[src/rtl/if_pkg.sv]
// Shared definitions for the instruction-fetch stage: data width, reset
// address, bubble encoding and the fetch FSM state type.
package if_pkg;

  localparam int XLEN = 32;

  localparam logic [XLEN-1:0] RESET_PC_DEF = 32'h0000_0000;
  // addi x0,x0,0
  localparam logic [XLEN-1:0] NOP_INSTR    = 32'h0000_0013;

  // state   | meaning
  // ST_REQ  | imem_req high, presenting pc, waiting for gnt
  // ST_WAIT | one fetch accepted, waiting for rvalid
  // ST_HOLD | response parked in hold buffer until the stall releases
  typedef enum logic [1:0] {
    ST_REQ  = 2'd0,
    ST_WAIT = 2'd1,
    ST_HOLD = 2'd2
  } if_state_e;

  // Sequential next PC; wraps modulo 2^XLEN.
  function automatic logic [XLEN-1:0] next_seq_pc(input logic [XLEN-1:0] pc);
    return pc + XLEN'(4);
  endfunction

endpackage

[src/rtl/if_stage_if_id_reg.sv]
// IF/ID pipeline register. Flush has priority over stall, and stall has
// priority over loading. When the register advances with nothing new to
// load, it takes a bubble and keeps its PC.
module if_id_reg
  import if_pkg::*;
(
  input  logic            i_clk,
  input  logic            i_rst_n,
  input  logic            i_flush,
  input  logic            i_advance,
  input  logic            i_load,
  input  logic [XLEN-1:0] i_pc,
  input  logic [XLEN-1:0] i_instr,
  output logic [XLEN-1:0] o_pc,
  output logic [XLEN-1:0] o_instr,
  output logic            o_valid
);

  logic [XLEN-1:0] r_pc;
  logic [XLEN-1:0] r_instr;
  logic            r_valid;

  // Register update: flush > hold > load > bubble.
  always_ff @(posedge i_clk or negedge i_rst_n) begin
    if (!i_rst_n) begin
      r_pc    <= '0;
      r_instr <= NOP_INSTR;
      r_valid <= 1'b0;
    end else if (i_flush) begin
      r_instr <= NOP_INSTR;
      r_valid <= 1'b0;
    end else if (i_advance) begin
      if (i_load) begin
        r_pc    <= i_pc;
        r_instr <= i_instr;
        r_valid <= 1'b1;
      end else begin
        r_instr <= NOP_INSTR;
        r_valid <= 1'b0;
      end
    end
  end

  assign o_pc    = r_pc;
  assign o_instr = r_instr;
  assign o_valid = r_valid;

endmodule

[src/rtl/if_stage.sv]
// Instruction-fetch stage. It owns the PC and issues one fetch at a time
// over the imem request/grant/response handshake. A one-entry hold buffer
// parks a response that arrives during a load-use stall. A kill flag
// discards a response that is still in flight when a branch redirects.
module if_stage
  import if_pkg::*;
#(
  parameter logic [XLEN-1:0] RESET_PC = RESET_PC_DEF
) (
  input  logic            clk,
  input  logic            rst_n,
  input  logic            hazard_detection_src,
  input  logic            branch_taken,
  input  logic [XLEN-1:0] branch_target,
  output logic            imem_req,
  output logic [XLEN-1:0] imem_addr,
  input  logic            imem_gnt,
  input  logic            imem_rvalid,
  input  logic [XLEN-1:0] imem_rdata,
  output logic [XLEN-1:0] IF_ID_PC,
  output logic [XLEN-1:0] IF_ID_Instr,
  output logic            IF_ID_Valid
);

  if_state_e       r_state;
  if_state_e       w_state_nxt;
  logic [XLEN-1:0] r_pc;
  logic [XLEN-1:0] w_pc_nxt;
  logic [XLEN-1:0] r_pend_pc;
  logic [XLEN-1:0] w_pend_pc_nxt;
  logic            r_kill;
  logic            w_kill_nxt;
  logic [XLEN-1:0] r_hold_pc;
  logic [XLEN-1:0] r_hold_instr;
  logic            w_hold_we;
  logic            w_ifid_load;
  logic [XLEN-1:0] w_ifid_pc;
  logic [XLEN-1:0] w_ifid_instr;

  // Fetch FSM next-state, PC and IF/ID load decode.
  always_comb begin
    w_state_nxt   = r_state;
    w_pc_nxt      = r_pc;
    w_pend_pc_nxt = r_pend_pc;
    w_kill_nxt    = r_kill;
    w_hold_we     = 1'b0;
    w_ifid_load   = 1'b0;
    w_ifid_pc     = r_pend_pc;
    w_ifid_instr  = imem_rdata;

    unique case (r_state)
      ST_REQ: begin
        if (imem_gnt) begin
          w_pend_pc_nxt = r_pc;
          w_pc_nxt      = next_seq_pc(r_pc);
          // A redirect in the grant cycle means the accepted fetch is wrong-path.
          w_kill_nxt    = branch_taken;
          w_state_nxt   = ST_WAIT;
        end
      end
      ST_WAIT: begin
        if (imem_rvalid) begin
          w_kill_nxt  = 1'b0;
          w_state_nxt = ST_REQ;
          if (!r_kill && !branch_taken) begin
            if (hazard_detection_src) begin
              w_ifid_load = 1'b1;
            end else begin
              w_hold_we   = 1'b1;
              w_state_nxt = ST_HOLD;
            end
          end
        end else if (branch_taken) begin
          w_kill_nxt = 1'b1;
        end
      end
      ST_HOLD: begin
        w_ifid_pc    = r_hold_pc;
        w_ifid_instr = r_hold_instr;
        if (branch_taken) begin
          w_state_nxt = ST_REQ;
        end else if (hazard_detection_src) begin
          w_ifid_load = 1'b1;
          w_state_nxt = ST_REQ;
        end
      end
      default: begin
        w_state_nxt = ST_REQ;
        w_kill_nxt  = 1'b0;
      end
    endcase

    // A redirect always wins over the sequential PC, in every state.
    if (branch_taken) begin
      w_pc_nxt = branch_target;
    end
  end

  // FSM state, PC, pending-fetch PC and kill flag.
  always_ff @(posedge clk or negedge rst_n) begin
    if (!rst_n) begin
      r_state   <= ST_REQ;
      r_pc      <= RESET_PC;
      r_pend_pc <= RESET_PC;
      r_kill    <= 1'b0;
    end else begin
      r_state   <= w_state_nxt;
      r_pc      <= w_pc_nxt;
      r_pend_pc <= w_pend_pc_nxt;
      r_kill    <= w_kill_nxt;
    end
  end

  // One-entry hold buffer for a response that arrives during a stall.
  always_ff @(posedge clk or negedge rst_n) begin
    if (!rst_n) begin
      r_hold_pc    <= '0;
      r_hold_instr <= NOP_INSTR;
    end else if (w_hold_we) begin
      r_hold_pc    <= r_pend_pc;
      r_hold_instr <= imem_rdata;
    end
  end

  // The request is gated by rst_n so that it stays low while reset is held.
  assign imem_req  = (r_state == ST_REQ) && rst_n;
  assign imem_addr = r_pc;

  if_id_reg u_if_id_reg (
    .i_clk     (clk),
    .i_rst_n   (rst_n),
    .i_flush   (branch_taken),
    .i_advance (hazard_detection_src),
    .i_load    (w_ifid_load),
    .i_pc      (w_ifid_pc),
    .i_instr   (w_ifid_instr),
    .o_pc      (IF_ID_PC),
    .o_instr   (IF_ID_Instr),
    .o_valid   (IF_ID_Valid)
  );

endmodule
[config.mk]
export PLATFORM = sky130hd
export DESIGN_NAME = if_stage
export DESIGN_NICKNAME = d
export VERILOG_FILES = /design/src/rtl/if_pkg.sv /design/src/rtl/if_stage_if_id_reg.sv /design/src/rtl/if_stage.sv
export SDC_FILE = /design/constraint.sdc
export NUM_CORES = 1
export LEC_CHECK = 0
export ABC_AREA = 1
export ABC_CLOCK_PERIOD_IN_PS = 3400
export CORE_ASPECT_RATIO = 1.5
export CORE_MARGIN = 2
export CORE_UTILIZATION = 57
export CTS_CLUSTER_SIZE = 20
export DETAILED_ROUTE_END_ITERATION = 7
export GPL_TIMING_DRIVEN = 0
export PLACE_DENSITY = 0.86
export SKIP_CTS_REPAIR_TIMING = 1
export SYNTH_ARGS = -nofsm -noshare
export SYNTH_HDL_FRONTEND = slang
export SYNTH_SLANG_ARGS = --single-unit
[constraint.sdc]
create_clock -name clk -period 3.4 [get_ports clk]
set_input_delay 0.68 -clock clk [delete_from_list [all_inputs] [get_ports clk]]
set_output_delay 0.68 -clock clk [all_outputs]
set_load 0.05 [all_outputs]
== Word-level counts from Yosys, hierarchy flattened ==
Index checks and enable logic that the tools add are counted.
Cells by class
  $add $sub $neg: 1
  $mul: 0
  div/mod/pow operators: 0
  magnitude comparators: 0
  equality and inequality tests: 6
  shift-type cells: 0
  mux-type cells: 31
  bitwise logic cells: 2
  reduce and logical (&&, ||, !) cells: 13
Operator list (count)
  32-bit two-way mux: 8
  32-bit by 3-bit adder with 32-bit output, second input constant: 1
  1-bit two-way mux: 14
  2-bit two-way mux: 6
  3-bit AND reduction: 3
  3-bit inequality test, second input constant: 2
  2-bit case mux with 3 select lines: 1
  2-bit nonzero test: 3
  2-bit inequality test, second input constant: 2
  2-bit AND reduction: 2
  1-bit case mux with 3 select lines: 1
  2-bit by 1-bit equality test with 1-bit output, second input constant: 1
  2-bit equality test, second input constant: 1
  1-bit logical AND: 2
  1-bit zero test: 2
  2-bit zero test: 1
  1-bit NOT: 2
  1-bit case mux with 2 select lines: 1
Word-level totals
  register bits after elaboration: 196
  latch bits: 0
  RAM bits: 0
  memory bits (read-only): 0
  bits of input ports: 70
  output and inout port bits: 98
  word-level logic and storage cells: 62
  memories kept: 0

== Longest topological paths before layout ==
Gate-level depths: netlist of the first run.
  word-level depth: 8
  gate-level depth with buffers: 11
  mapped depth without buffers: 9

== By module ==
From an unflattened synthesis of the first run, not the netlist that was laid out.
Unflattened totals
  cells, all modules: 1211
  area total of the unflattened synthesis: 9536.6 um^2
By module, submodules not included
  if_stage: instances 1, cells an instance 915, area an instance 6766.5 um^2, seq. area each 3281.9 um^2
  if_id_reg: instances 1, cells an instance 296, area an instance 2770.2 um^2, seq. area each 1630.3 um^2

== Worst setup path after synthesis of the first run ==
OpenSTA, ideal clock, no wires.
  path type: register to register
  start point: reg r_pc[3], in the netlist imem_addr[3]
  end point: reg r_pc[22], in the netlist imem_addr[22]
  library setup time: 118 ps
  arrival time: 1653 ps
  required time: 3282 ps
  slack: 1629 ps
  cell stages (with the launch flop): 9
  buffers on the path: 0
  clock period less this slack: 1771 ps
  cell sequence: dfrtp_1 > ha_1 > nand2_1 > nor2_2 > nand2_2 > nor2_2 > nand3_1 > nand3_1 > nand2_1
Between the ends
  word-level cells in the longest chain between the ends: 4
RTL lines
  start: declaration: RTL line if_stage.sv:27  | logic [XLEN-1:0] r_pc;
  start signal: assignment: RTL line if_stage.sv:108  | r_pc <= w_pc_nxt;
  32-bit by 3-bit adder with 32-bit output: RTL line if_pkg.sv:23  | return pc + XLEN'(4);
  32-bit two-way mux: RTL line if_stage.sv:53  | if (imem_gnt) begin
  32-bit two-way mux: RTL line if_stage.sv:51  | unique case (r_state)
  32-bit two-way mux: RTL line if_stage.sv:94  | if (branch_taken) begin
No other way between the ends. The select of a mux whose other input is x is not followed.
A chain may end at the register's enable or synchronous reset.

== Worst setup path after layout of the first run ==
  start point: in rst_n
  end point: out imem_req
Between the ends
  word-level cells in the longest chain between the ends: 1
RTL lines
  start: declaration: RTL line if_stage.sv:11  | input logic rst_n,
  1-bit logical AND: RTL line if_stage.sv:126  | assign imem_req = (r_state == ST_REQ) && rst_n;
  end: declaration: RTL line if_stage.sv:15  | output logic imem_req,
No other way between the ends.

==> results.sh, run 1 <==
export IMPL_syn_avg_cell_area_sq_um=8.07
export IMPL_run_status="complete, no violations"
export IMPL_core_sq_mm=0.0156
export IMPL_setup_slack_ns=0.226
export IMPL_reg2reg_from="r_state[1]"
export IMPL_slew_viol_final=0
export IMPL_vias_per_cell=5.28
export IMPL_place_congestion=0.928
export IMPL_drc=0
export IMPL_dr_pass1_iters=5
export IMPL_synth_area_sq_mm=0.00901
export IMPL_clock_fmax_mhz=315
export IMPL_min_period_ns=3.17
export IMPL_crit_slowest_cell="clkdlybuf4s50_1"
export IMPL_rows=56
export IMPL_cts_max_level=4
export IMPL_maxCapViolations=0
export IMPL_path_clk_slew_ns=0.07
export IMPL_grt_max_degree=123
export IMPL_crit_start="rst_n"
export IMPL_synth_cells=1117
export IMPL_setup_tns_ns=0
export IMPL_p_per_area_mw_per_mm2=805
export IMPL_tightest_slew_ns=0.603
export IMPL_reg2regPathDepth=8
export IMPL_ys_types=33
export IMPL_endpoint_kind="output pin"
export IMPL_drt_iter0_markers=441
export IMPL_slew_headroom_pct=59.8
export IMPL_place_ws_ns=-0.0291
export IMPL_die_w_um=107
export IMPL_setup_viol=0
export IMPL_startpoint_type="input pin"
export IMPL_nets=1378
export IMPL_fin_util_pct=74.4
export IMPL_cts_buffers=17
export IMPL_finalHoldViolations=0
export IMPL_ios=168
export IMPL_grt_overflow=0
export IMPL_rsz0062_at_grt="no"
export IMPL_cp_required_ns=2.72
export IMPL_ant_nets=0
export IMPL_cts_buffer_depth=2
export IMPL_hp_class="in2async"
export IMPL_cp_max_fo=77
export IMPL_layout_common_cells="nand2_1 (367), o21ai_0 (232), dfrtp_1 (190)"
export IMPL_initial_core_util_pct=58.0
export IMPL_post_route_period_util_pct=93.3
export IMPL_worstSetupPathDepth=5
export IMPL_critPathCapture="imem_req"
export IMPL_port_buffers=166
export IMPL_cpPeakStageDelay_ns=0.82
export IMPL_crit_path_cell_trace="buf_8, buf_16, nand2_1, inv_1, clkdlybuf4s50_1"
export IMPL_max_vdd_ir_drop_mv=0.439
export IMPL_grt_pass1_wl_mm=37.1
export IMPL_r2r_end="imem_addr[30]"
export IMPL_dieArea_sq_mm=0.0169
export IMPL_grt_pass1_vias=7794
export IMPL_gr_usage_all_layers_pct=27.8
export IMPL_wl_per_cell_um=15.1
export IMPL_yosysWarnings=0
export IMPL_die_h_um=158
export IMPL_critPathTopFamily="buffers and inverters"
export IMPL_syn_nets=1191
export IMPL_syn_to_final_growth_pct=28.3
export IMPL_fin_skew_ns=0.0122
export IMPL_synth_seq_cells=196
export IMPL_worstPathBufferInverterCount=4
export IMPL_seq_area_frac_synth_pct=54.5
export IMPL_vias=8022
export IMPL_cts_tree="done"
export IMPL_drive_gt1_share_pct=5.93
export IMPL_root_buffer="clkbuf_16"
export IMPL_worstSkewPairLatency_ns=0.43
export IMPL_crit_type="in2out"
export IMPL_cp_arrival_ns=2.49
export IMPL_power_leakage_nw=5.54
export IMPL_r2r_slack_ns=1.43
export IMPL_cts_num_sinks=196
export IMPL_wirelength_mm=22.9
export IMPL_dp_hpwl_mm=16.5
export IMPL_layout_commonest_cell="nand2_1"
export IMPL_antenna_found_initial=1
## registers in the layout, indices dropped and copies added, names as in the netlist
name,flops
r_hold_pc,32
r_hold_instr,32
u_if_id_reg.o_instr,32
imem_addr,32
u_if_id_reg.o_valid,1
r_kill,1
r_state,2
r_pend_pc,32
u_if_id_reg.o_pc,32
## per-stage QoR
stage | instances | power [W] | area (sq um) | hold slack (ns)
6_report | 1520 | 0.00931 | 11600 | 0.237
4_1_cts | 1518 | 0.00932 | 11500 | 0.242
2_1_floorplan | 1117 | 0.00603 | 9010 | 0.384
5_1_grt | 1520 | 0.00990 | 11600 | 0.278
3_3_place_gp | 1486 | 0.00716 | 10900 | 0.460
3_5_place_dp | 1487 | 0.00730 | 11000 | 0.468
## Yosys cell counts (all sizes together)
cell | instances | area, sq um
o221ai | 1 | 8.76
dfstp | 6 | 158
o211ai | 2 | 15.0
nor2 | 46 | 201
xor2 | 5 | 43.8
o21ai | 244 | 1220
buf | 21 | 151
nand2 | 370 | 1400
nand3 | 44 | 233
and2 | 2 | 12.5
o22ai | 3 | 18.8
inv | 131 | 497
mux2 | 3 | 45.0
clkbuf | 32 | 121
o2111ai | 1 | 8.76
a21oi | 7 | 35.0
and3 | 1 | 11.3
dfrtp | 190 | 4750
ha | 4 | 50.1
o21bai | 3 | 22.5
nor3 | 1 | 5.00
## worst register-to-register path: stages, from the launching register on
cell	delay, ns
dfrtp_1	0.39
inv_1	0.11
ha_1	0.28
nand2_2	0.20
nand2_1	0.12
clkbuf_1	0.47
o21ai_0	0.17
inv_1	0.08
nand2_1	0.05
## cells by family (layout without fill, tap and decap cells)
group	after synthesis	in the layout	synth area share [%]
and+or+nand+nor	464	464	20.7
AOI/OAI and AO/OA	261	261	14.8
DFF	196	196	54.5
buffers and inverters	184	383	8.54
xor gates and xnor gates	5	5	0.486
adders and majority gates	4	4	0.555
muxes	3	3	0.500
other	0	1	0
## power breakdown
group	internal [W]	switching, W
registers	0.00316	0.000504
clock network	0.00106	0.000931
logic	0.00122	0.00244
total	0.00544	0.00387
## layer usage
metal | part of all wire (%) | global-route usage [%] | wire length (um)
met1 | 39 | 33.3 | 9020
met2 | 53 | 50.5 | 12200
met3 | 4.5 | 4.32 | 1020
met4 | 2.8 | 9.89 | 644
met5 | 0 | 0 | 0
## how the worst min path moves through the flow
stage / from / to / cells after the start
3_3_place_gp: r_hold_pc[19] / r_hold_pc[19] / 2
4_1_cts: rst_n / r_pend_pc[4] / 1
2_1_floorplan: rst_n / imem_addr[0] / 0
5_1_grt: rst_n / imem_addr[4] / 1
3_5_place_dp: r_hold_pc[26] / r_hold_pc[26] / 2
6_report: rst_n / imem_addr[3] / 1
## final cells by class
class	count	area, sq um
diodes	1	2.50
plain buffers	53	273
clock buffers	18	439
clock inverters	13	140
fillers	1208	3990
inverters	131	497
multi-input cells	737	3330
flip-flops and latches	196	4910
well taps	203	254
repair buffers	168	1720
No activity file was read; power rests on OpenSTA's default activity.
==> run 2: changes to the inputs <==
- PLACE_DENSITY: 0.86 -> 0.85
- SETUP_SLACK_MARGIN: default -> 0.15
- SYNTH_HIERARCHICAL: default -> 1
==> run 2 against run 1 <==
  * Non-clock buffer count rose by 16
  * Clock skew barely moved
  * Cell area rose by 4.2%
  * Fmax rose by 8.7%
  * Global-route usage rose by 1.5 points
  * Critical path type unchanged
  * Largest cell class unchanged
  * Largest power group unchanged
==> results.sh, run 2 <==
export IMPL_run_status="complete, no violations"
export IMPL_grt_pass1_vias=8541
export IMPL_cp_arrival_ns=2.24
export IMPL_worstSkewPairLatency_ns=0.43
export IMPL_p_int_w=0.00518
export IMPL_vias_per_cell=5.41
export IMPL_vias=8761
export IMPL_setup_slack_ns=0.481
export IMPL_hp_class="in2async"
export IMPL_reg2regPathDepth=10
export IMPL_wl_per_cell_um=15.5
export IMPL_die_w_um=110
export IMPL_power_leakage_nw=5.79
export IMPL_synth_most_common_cell="nand2_1"
export IMPL_synthFlopType="dfrtp_1"
export IMPL_instances_no_fill=1618
export IMPL_cp_max_fo=91
export IMPL_ant_nets=0
export IMPL_r2r_slack_ns=0.76
export IMPL_cts_num_sinks=196
export IMPL_cts_max_level=4
export IMPL_yosysWarnings=6
export IMPL_antenna_found_initial=1
export IMPL_syn_to_final_growth_pct=26.4
export IMPL_drt_iter0_markers=615
export IMPL_gr_usage_all_layers_pct=29.3
export IMPL_place_ws_ns=0.457
export IMPL_dr_pass1_iters=5
export IMPL_cts_buffers=17
export IMPL_grt_max_degree=108
export IMPL_synth_compound_area_share_pct=10.7
export IMPL_post_route_period_util_pct=85.9
export IMPL_r2r_end="u_if_id_reg/o_pc[16]"
export IMPL_synth_edf_count=0
export IMPL_seq_area_frac_synth_pct=51.5
export IMPL_slew_viol_final=0
export IMPL_port_buffers=167
export IMPL_cts_buffer_depth=2
export IMPL_maxCapViolations=0
export IMPL_crit_type="in2out"
export IMPL_syn_nets=1285
export IMPL_root_buffer="clkbuf_16"
export IMPL_die_h_um=162
export IMPL_path_clk_slew_ns=0.07
export IMPL_clock_fmax_mhz=343
export IMPL_ios=168
export IMPL_nets=1472
export IMPL_setup_viol=0
export IMPL_yosys_area_top_type_share_pct=49.9
export IMPL_ys_types=30
export IMPL_drc=0
export IMPL_yosysTopAreaCell="dfrtp_1"
export IMPL_drive_gt1_share_pct=8.22
export IMPL_p_per_area_mw_per_mm2=715
export IMPL_layout_commonest_cell="nand2_1"
export IMPL_syn_avg_cell_area_sq_um=7.88
export IMPL_synthSimpleGateAreaFrac_pct=27.4
export IMPL_tightest_slew_ns=0.693
export IMPL_pwr_share_comb_pct=36.6
export IMPL_max_vdd_ir_drop_mv=0.392
export IMPL_rsz0062_at_grt="no"
export IMPL_synth_common_cells="nand2_1 (429), dfrtp_1 (190), inv_1 (129)"
export IMPL_reg2reg_from="r_state[0]"
export IMPL_synthMuxAreaShare_pct=0
export IMPL_place_inst=1585
export IMPL_wirelength_mm=25.1
export IMPL_slew_headroom_pct=53.8
export IMPL_synth_area_sq_mm=0.00954
export IMPL_synth_seq_cells=196
export IMPL_yosys_top_cells_area="dfrtp_1 (50%), nand2_1 (17%), o21ai_0 (6.6%)"
export IMPL_startpoint_type="input pin"
export IMPL_synth_top_family_by_area="simple AND/OR/NAND/NOR gates"
export IMPL_synth_fa_ha_area_share_pct=0.525
export IMPL_cts_tree="done"
export IMPL_clkPwrFrac_pct=22.0
export IMPL_grt_pass1_wl_mm=40.5
export IMPL_initial_core_util_pct=58.6
export IMPL_dieArea_sq_mm=0.0178
export IMPL_ys_async_sr_fraction_pct=100
export IMPL_synth_xor_area_share_pct=0.459
export IMPL_p_sw_share_pct=39.9
export IMPL_pwr_share_seq_pct=41.4
export IMPL_place_congestion=0.924
export IMPL_cp_required_ns=2.72
export IMPL_core_sq_mm=0.0163
export IMPL_fin_skew_ns=0.0127
export IMPL_min_period_ns=2.92
export IMPL_finalHoldViolations=0
export IMPL_switching_power_w=0.00344
export IMPL_synth_cells=1211
export IMPL_grt_overflow=0
export IMPL_rows=57
export IMPL_dp_hpwl_mm=18.7
export IMPL_layout_common_cells="nand2_1 (429), dfrtp_1 (190), clkdlybuf4s50_1 (166)"
export IMPL_endpoint_kind="output pin"
[run 2: changes by cell type in the layout (fill, tap and decap cells not counted), sizes merged, moves of 2 or more]
| cell | delta |
|---|---|
| a21oi | -2 |
| buf | +28 |
| clkbuf | -7 |
| clkinv | +2 |
| inv | -5 |
| mux2 | -3 |
| nand2 | +69 |
| nand3 | +6 |
| nand4 | +62 |
| o21ai | -54 |
| o22ai | -3 |
| or2 | +2 |
[run 2: through the flow]
stage	hold WS, ns	utilization, %	power, W	TNS, ns	area, sq um
floorplan	0.384	-	0.00561	0	9540
detailed placement	0.458	70.7	0.00673	0	11500
global route	0.310	74.1	0.00912	0	12100
CTS	0.290	74.1	0.00864	0	12000
finish	0.250	74.1	0.00862	0	12100
global placement	0.455	70.5	0.00662	-1225.54	11500
[run 2: how the worst max path moves through the flow]
stage / from / end / slack [ns] / cells past startpoint
after floorplan: r_state[0] / u_if_id_reg/o_instr[20] / 1.52 / 10
after global placement: rst_n / u_if_id_reg/o_instr[9] / -6.32 / 1
after detailed placement: rst_n / imem_req / 0.46 / 4
after CTS: rst_n / imem_req / 0.46 / 4
after global routing: rst_n / imem_req / 0.33 / 4
final: rst_n / imem_req / 0.48 / 4
[run 2: cells by family (layout without fill, tap and decap cells)]
group | after synthesis | in the layout
AO/OA/AOI/OAI | 201 | 201
XOR/XNOR | 5 | 5
adder cells (fa/ha/maj) | 4 | 4
buffers and inverters | 202 | 402
flip-flops | 196 | 196
other | 0 | 1
AND/OR/NAND/NOR | 603 | 603
[run 2: cell type report]
cell class,instances,area [sq um]
fillers,1260,4210
clock inverters,8,78.8
well taps,206,258
multi-input cells,813,3720
clock buffers,24,472
plain buffers,69,400
repair buffers,168,1700
flip-flops and latches,196,4910
inverters,133,499
diodes,1,2.50
[run 2: power groups by stage]
stage | Combinational [W] | Clock, W | Sequential [W]
2_1_floorplan | 0.00131 | 0 | 0.00430
3_3_place_gp | 0.00306 | 0 | 0.00356
3_5_place_dp | 0.00314 | 0 | 0.00359
4_1_cts | 0.00317 | 0.00191 | 0.00356
5_1_grt | 0.00345 | 0.00201 | 0.00366
6_report | 0.00315 | 0.00189 | 0.00357
[run 2: layer usage]
layer,track usage [%],vias up,wire length [um]
met5,0,-,0
met3,4.96,75,1370
met1,33.3,4108,9460
li1,-,4238,-
met4,16.3,0,1230
met2,51.3,340,13100
[run 2: critical path: stages]
cell	delay, ns
buf_8	0.49
nand2_1	0.11
inv_1	0.09
clkdlybuf4s50_1	0.80
